`src/rtl/smpl_ifetch_queue.sv`:
```
// rtl/smpl_ifetch_queue.sv - SMPL instruction prefetch queue with redirect flush
// Optional stall_cycles counter output is enabled by defining SMPL_IFQ_STALL_CNT_EN.
module smpl_ifetch_queue #(
  parameter int          DEPTH    = 4,
  parameter logic [12:0] RESET_PC = 13'h0000
) (
  input  logic        clock,
  input  logic        reset,
  input  logic        redirect,
  input  logic [12:0] redirect_addr,
  output logic        instr_valid,
  input  logic        instr_ready,
  output logic [15:0] instr_data,
  output logic [12:0] instr_addr,
  output logic        mem_req,
  output logic [12:0] mem_addr,
  input  logic        mem_ack,
  input  logic [15:0] mem_rdata
`ifdef SMPL_IFQ_STALL_CNT_EN
  ,
  output logic [15:0] stall_cycles
`endif
);

  localparam int          AW         = (DEPTH > 1) ? $clog2(DEPTH) : 1;
  localparam logic [AW:0] FULL_COUNT = (AW+1)'(DEPTH);
  localparam logic [AW:0] ONE        = (AW+1)'(1);

  typedef enum logic {IDLE, BUSY} state_t;

  state_t        state, state_n;
  logic [12:0]   fetch_pc, fetch_pc_n;
  logic [12:0]   mem_addr_n;
  logic          drop, drop_n;
  logic [15:0]   fifo_data [DEPTH];
  logic [12:0]   fifo_addr [DEPTH];
  logic [AW-1:0] rd_ptr, wr_ptr, rd_ptr_n, wr_ptr_n, head_ptr;
  logic [AW:0]   count, count_n, count_after_pop;
  logic          pop, push;
  logic [15:0]   head_data_n;
  logic [12:0]   head_addr_n;

  assign mem_req         = (state == BUSY);
  assign pop             = instr_valid && instr_ready && !redirect;
  assign count_after_pop = count - (AW+1)'(pop);

  always_comb begin
    state_n    = state;
    fetch_pc_n = fetch_pc;
    mem_addr_n = mem_addr;
    drop_n     = drop;
    push       = 1'b0;
    case (state)
      IDLE: begin
        if (redirect) begin
          state_n    = BUSY;
          fetch_pc_n = redirect_addr;
          mem_addr_n = redirect_addr;
          drop_n     = 1'b0;
        end else if (count < FULL_COUNT) begin
          state_n    = BUSY;
          mem_addr_n = fetch_pc;
        end
      end
      BUSY: begin
        if (redirect) begin
          fetch_pc_n = redirect_addr;
          // An in-flight request cannot be aborted; its word is dropped on ack.
          if (mem_ack) begin
            mem_addr_n = redirect_addr;
            drop_n     = 1'b0;
          end else begin
            drop_n     = 1'b1;
          end
        end else if (mem_ack) begin
          if (drop) begin
            drop_n     = 1'b0;
            mem_addr_n = fetch_pc;
          end else begin
            push       = 1'b1;
            fetch_pc_n = fetch_pc + 13'd1;
            if (count_after_pop < (FULL_COUNT - ONE))
              mem_addr_n = fetch_pc + 13'd1;
            else
              state_n = IDLE;
          end
        end
      end
      default: state_n = IDLE;
    endcase
  end

  always_comb begin
    count_n  = redirect ? '0 : count_after_pop + (AW+1)'(push);
    rd_ptr_n = redirect ? '0 : rd_ptr + AW'(pop);
    wr_ptr_n = redirect ? '0 : wr_ptr + AW'(push);
    head_ptr = rd_ptr + AW'(pop);
    // The incoming word becomes the head only when nothing older remains.
    if (push && (count_after_pop == '0)) begin
      head_data_n = mem_rdata;
      head_addr_n = fetch_pc;
    end else begin
      head_data_n = fifo_data[head_ptr];
      head_addr_n = fifo_addr[head_ptr];
    end
  end

  always_ff @(posedge clock or posedge reset) begin
    if (reset) begin
      state       <= IDLE;
      fetch_pc    <= RESET_PC;
      mem_addr    <= RESET_PC;
      drop        <= 1'b0;
      rd_ptr      <= '0;
      wr_ptr      <= '0;
      count       <= '0;
      instr_valid <= 1'b0;
      instr_data  <= 16'h0000;
      instr_addr  <= 13'h0000;
    end else begin
      state    <= state_n;
      fetch_pc <= fetch_pc_n;
      mem_addr <= mem_addr_n;
      drop     <= drop_n;
      rd_ptr   <= rd_ptr_n;
      wr_ptr   <= wr_ptr_n;
      count    <= count_n;
      if (redirect) begin
        instr_valid <= 1'b0;
      end else begin
        instr_valid <= (count_n != '0);
        if (count_n != '0) begin
          instr_data <= head_data_n;
          instr_addr <= head_addr_n;
        end
      end
    end
  end

  always_ff @(posedge clock) begin
    if (push) begin
      fifo_data[wr_ptr] <= mem_rdata;
      fifo_addr[wr_ptr] <= fetch_pc;
    end
  end

`ifdef SMPL_IFQ_STALL_CNT_EN
  always_ff @(posedge clock or posedge reset) begin
    if (reset)
      stall_cycles <= 16'h0000;
    else if (instr_ready && !instr_valid && !redirect && (stall_cycles != 16'hFFFF))
      stall_cycles <= stall_cycles + 16'd1;
  end
`endif

endmodule

```
`config.mk`:
```
export PLATFORM = sky130hd
export DESIGN_NAME = smpl_ifetch_queue
export DESIGN_NICKNAME = d
export VERILOG_FILES = /design/src/rtl/smpl_ifetch_queue.sv
export SDC_FILE = /design/constraint.sdc
export NUM_CORES = 1
export LEC_CHECK = 0
export CELL_PAD_IN_SITES_DETAIL_PLACEMENT = 1
export CELL_PAD_IN_SITES_GLOBAL_PLACEMENT = 2
export CORE_ASPECT_RATIO = 2
export CORE_MARGIN = 10
export CORE_UTILIZATION = 25
export DETAILED_ROUTE_END_ITERATION = 8
export PLACE_DENSITY = 0.62
export SLEW_MARGIN = 20
export SYNTH_ARGS = -nofsm -noshare
export SYNTH_HDL_FRONTEND = slang
export SYNTH_SLANG_ARGS = --single-unit
```
`constraint.sdc`:
```
create_clock -name clock -period 9 [get_ports clock]
set_clock_uncertainty 0.05 [all_clocks]
set_input_delay 0.9 -clock clock [delete_from_list [all_inputs] [get_ports clock]]
set_output_delay 0.9 -clock clock [all_outputs]
set_load 0.02 [all_outputs]
```
==> metrics <==
outcome=completed; Clock Path Buffers=2; dpl ws=4140 ps; mux share of post-synthesis cell area=0.0946; FF+latch count, synth=181; # nets final=676; GRT Total Usage=0.112; Fin. Hold Viols=0; P_int=0.00177 W; R2R cell count=10; Fill cells=3297; Final Wtd Congestion=0.770; largest net degree at the start of global routing=66; total grt overflow=0; Hold Path Origin=mem_addr[4]; Clock Latency Late Sink=430 ps; detail-routed via count per cell=4.63; P&R area growth vs syn=23.7%; port buffer count=77; Total Power=0.00252 W; via count=4937; clock share of power=0.313; Most Frequent Cell on Critical Path=ha_1; Setup TNS=0 ps; DR pass1 iterations=4; asr flop ratio synth=0.359; Flop pwr share=0.439; reg2reg end=instr_data[11]; RSZ-0062 raised after global routing=no; Crit Reg-Reg Startpoint=instr_valid; Worst-Margin Slew=1030 ps; Switching Fraction=0.297; Post-Syn Nets=610; Period Utilization, post-route=0.491; initial antenna violation count=0; DR DRC count=0; clock sink count=181; num ports=78; Synth cell types=55; ant diodes=0; ys flop type=edfxtp_1; Worst Setup End Kind=flip-flop; DR iter-0 viols=204; commonest cells after routing, fill and taps aside=116 x edfxtp_1, 78 x nand2_1, 77 x clkdlybuf4s50_1; Post-Synth Adder-Cell Area=0.0112; flop2flop setup slack=6130 ps; number of synthesized flops with an enable pin=116; worst stage delay on the critical path=540 ps; crit-path cells=clkdlybuf4s50_1 > buf_4 > clkinv_1 > and3_1 > ha_1 > ha_1 > inv_1 > ha_1 > xnor3_1 > a21oi_4 > buf_4 > nor2_1 > a31oi_1; Post-DRT Antenna Nets=0; post-synthesis cell area=7790 um2; number of global-route vias before repair=5672; commonest non-fill, non-tap cell in the layout=edfxtp_1; CTS root buf=clkbuf_16; Startpoint Class=input port; CP Max Fanout=59; data arrival time of the worst path=4710 ps; clk slew on worst S/H paths=70 ps; Core Box Area=30900 um2; Worst IR Drop VDD=0.128 mV; endpoints failing setup=0; CTS H-tree lvls=4; cells after synthesis=569; Static Leak=3.33 nW; XOR/XNOR Fraction of Synth Area=0.00851; worst min path class=flip-flop to flip-flop; max-cap viol count=0; Final Max Tran Viols=0; Setup CP Type=input port to flip-flop; Hold Path Depth=1; final WL=21200 um; largest family of logic cells by synthesized area=simple AND/OR/NAND/NOR gates; Compound-Gate Fraction of Synth Area=0.0890; crit path time final=4420 ps; Die Ht=270 um; CTS Hold Bufs=0; Starting Density=0.253; DP HPWL=14000 um; row count=91; worst hold path endpoint=mem_addr[4]; Worst EP required=9290 ps; TritonCTS buffer count=17; Final WS setup=4580 ps; synth warn=0; die width=145 um; first-pass GRT wire length=33100 um; Setup Buffers After CTS=0; Sw Pwr=0.000747 W; CP max-delay cell=clkinv_1; layout cells sized above 1=0.130; FMAX=226 MHz; sequential cell area fraction in the yosys report=0.656; simple-gate share of the synthesized area=0.107; Max-slew headroom=0.312; cell area power density=261 nW/um2; CTS tree=yes; routed len/inst=19.9 um; Comb power frac=0.249; post_cts resized=0; full die area=39100 um2; syn_area_per_cell=13.7 um2
-- registers in the layout, indices dropped and copies added (netlist names), 3 cells and up --
signal and flops:
mem_addr 13, fetch_pc 13, instr_data 16, instr_addr 13
fifo_data 64, fifo_addr 52, count 3
-- cell usage after synthesis, types with 2 or more instances --
cell type | count | area, um2
a21oi_1 | 20 | 100
nand3_1 | 8 | 40.0
o22ai_1 | 5 | 31.3
or3_1 | 3 | 18.8
buf_6 | 5 | 56.3
nand4_1 | 4 | 25.0
buf_4 | 3 | 22.5
mux2_2 | 3 | 33.8
nor2_1 | 40 | 150
buf_2 | 15 | 75.1
nand2b_1 | 2 | 12.5
o22a_1 | 2 | 17.5
o21ai_0 | 16 | 80.1
inv_1 | 10 | 37.5
o21a_1 | 6 | 45.0
and3_1 | 4 | 25.0
mux4_2 | 29 | 653
nor3_1 | 6 | 30.0
a31oi_1 | 43 | 269
nor2b_1 | 5 | 31.3
mux2i_1 | 2 | 20.0
xnor2_1 | 3 | 26.3
nor3b_1 | 2 | 15.0
a41oi_1 | 3 | 26.3
o32ai_1 | 2 | 17.5
mux2_4 | 2 | 30.0
o2bb2ai_1 | 2 | 17.5
and2_1 | 8 | 50.1
and4_1 | 2 | 17.5
a22oi_1 | 2 | 15.0
nand3b_1 | 6 | 45.0
dfrtp_1 | 65 | 1630
nand2_1 | 78 | 293
xor2_1 | 2 | 17.5
ha_1 | 7 | 87.6
clkbuf_1 | 17 | 63.8
a21oi_2 | 2 | 17.5
a2bb2oi_1 | 2 | 17.5
nor4_1 | 2 | 12.5
edfxtp_1 | 116 | 3480
-- kinds of logic after synthesis --
kind of cell             count (synthesis)
AO/OA/AOI/OAI                          110
XOR/XNOR                                 6
adder cells (fa/ha/maj)                  7
buffers and inverters                   52
flip-flops                             181
multiplexers                            36
AND/OR/NAND/NOR                        177
-- power groups by stage --
stage               clock network [W]  logic, W  registers [W]
floorplan                           0  0.000282        0.00118
global placement                    0  0.000627        0.00112
detailed placement                  0  0.000640        0.00113
CTS                          0.000813  0.000643        0.00111
global route                 0.000845  0.000684        0.00112
finish                       0.000788  0.000626        0.00110
-- final cells by class --
type	instances	area, um2	area share
Sequential cell	181	5110	0.530
Multi-Input combinational cell	336	2480	0.257
Timing Repair Buffer	88	868	0.0901
Tap cell	418	523	0.0543
Clock buffer	24	472	0.0489
Clock inverter	8	149	0.0154
Inverter	11	41.3	0.00428
-- worst max path at each step --
stage / start / end / cells past startpoint
2_1_floorplan: redirect / fifo_addr[0][0] / 4
3_3_place_gp: redirect / instr_addr[9] / 8
3_5_place_dp: redirect / instr_data[11] / 13
4_1_cts: redirect / instr_data[11] / 13
5_1_grt: redirect / instr_data[11] / 13
6_report: redirect / instr_data[11] / 13
-- stage by stage --
stage / std cells / hold slack, ps / instance area, um2 / utilization
global route: 1066 / 496 / 9640 / 0.312
detailed placement: 1034 / 455 / 9020 / 0.292
finish: 1066 / 474 / 9640 / 0.312
CTS: 1066 / 478 / 9640 / 0.312
global placement: 1032 / 455 / 8980 / 0.291
floorplan: 569 / 421 / 7790 / -
-- per-layer routing --
| layer | GRT usage | wire length, um | up-vias |
|---|---|---|---|
| met4 | 0.0444 | 502 | 0 |
| met1 | 0.114 | 8090 | 2569 |
| li1 | - | - | 2261 |
| met5 | 0 | 0 | - |
| met2 | 0.210 | 12000 | 83 |
| met3 | 0.0266 | 688 | 24 |
-- critical path: cells and delay by family --
family,cells,cell delay (ps)
adders and majority gates,3,750
buffers and inverters,5,1910
xor gates and xnor gates,1,240
and+or+nand+nor,2,480
AOI/OAI and AO/OA,2,350
No activity file was read; power rests on OpenSTA's default activity.
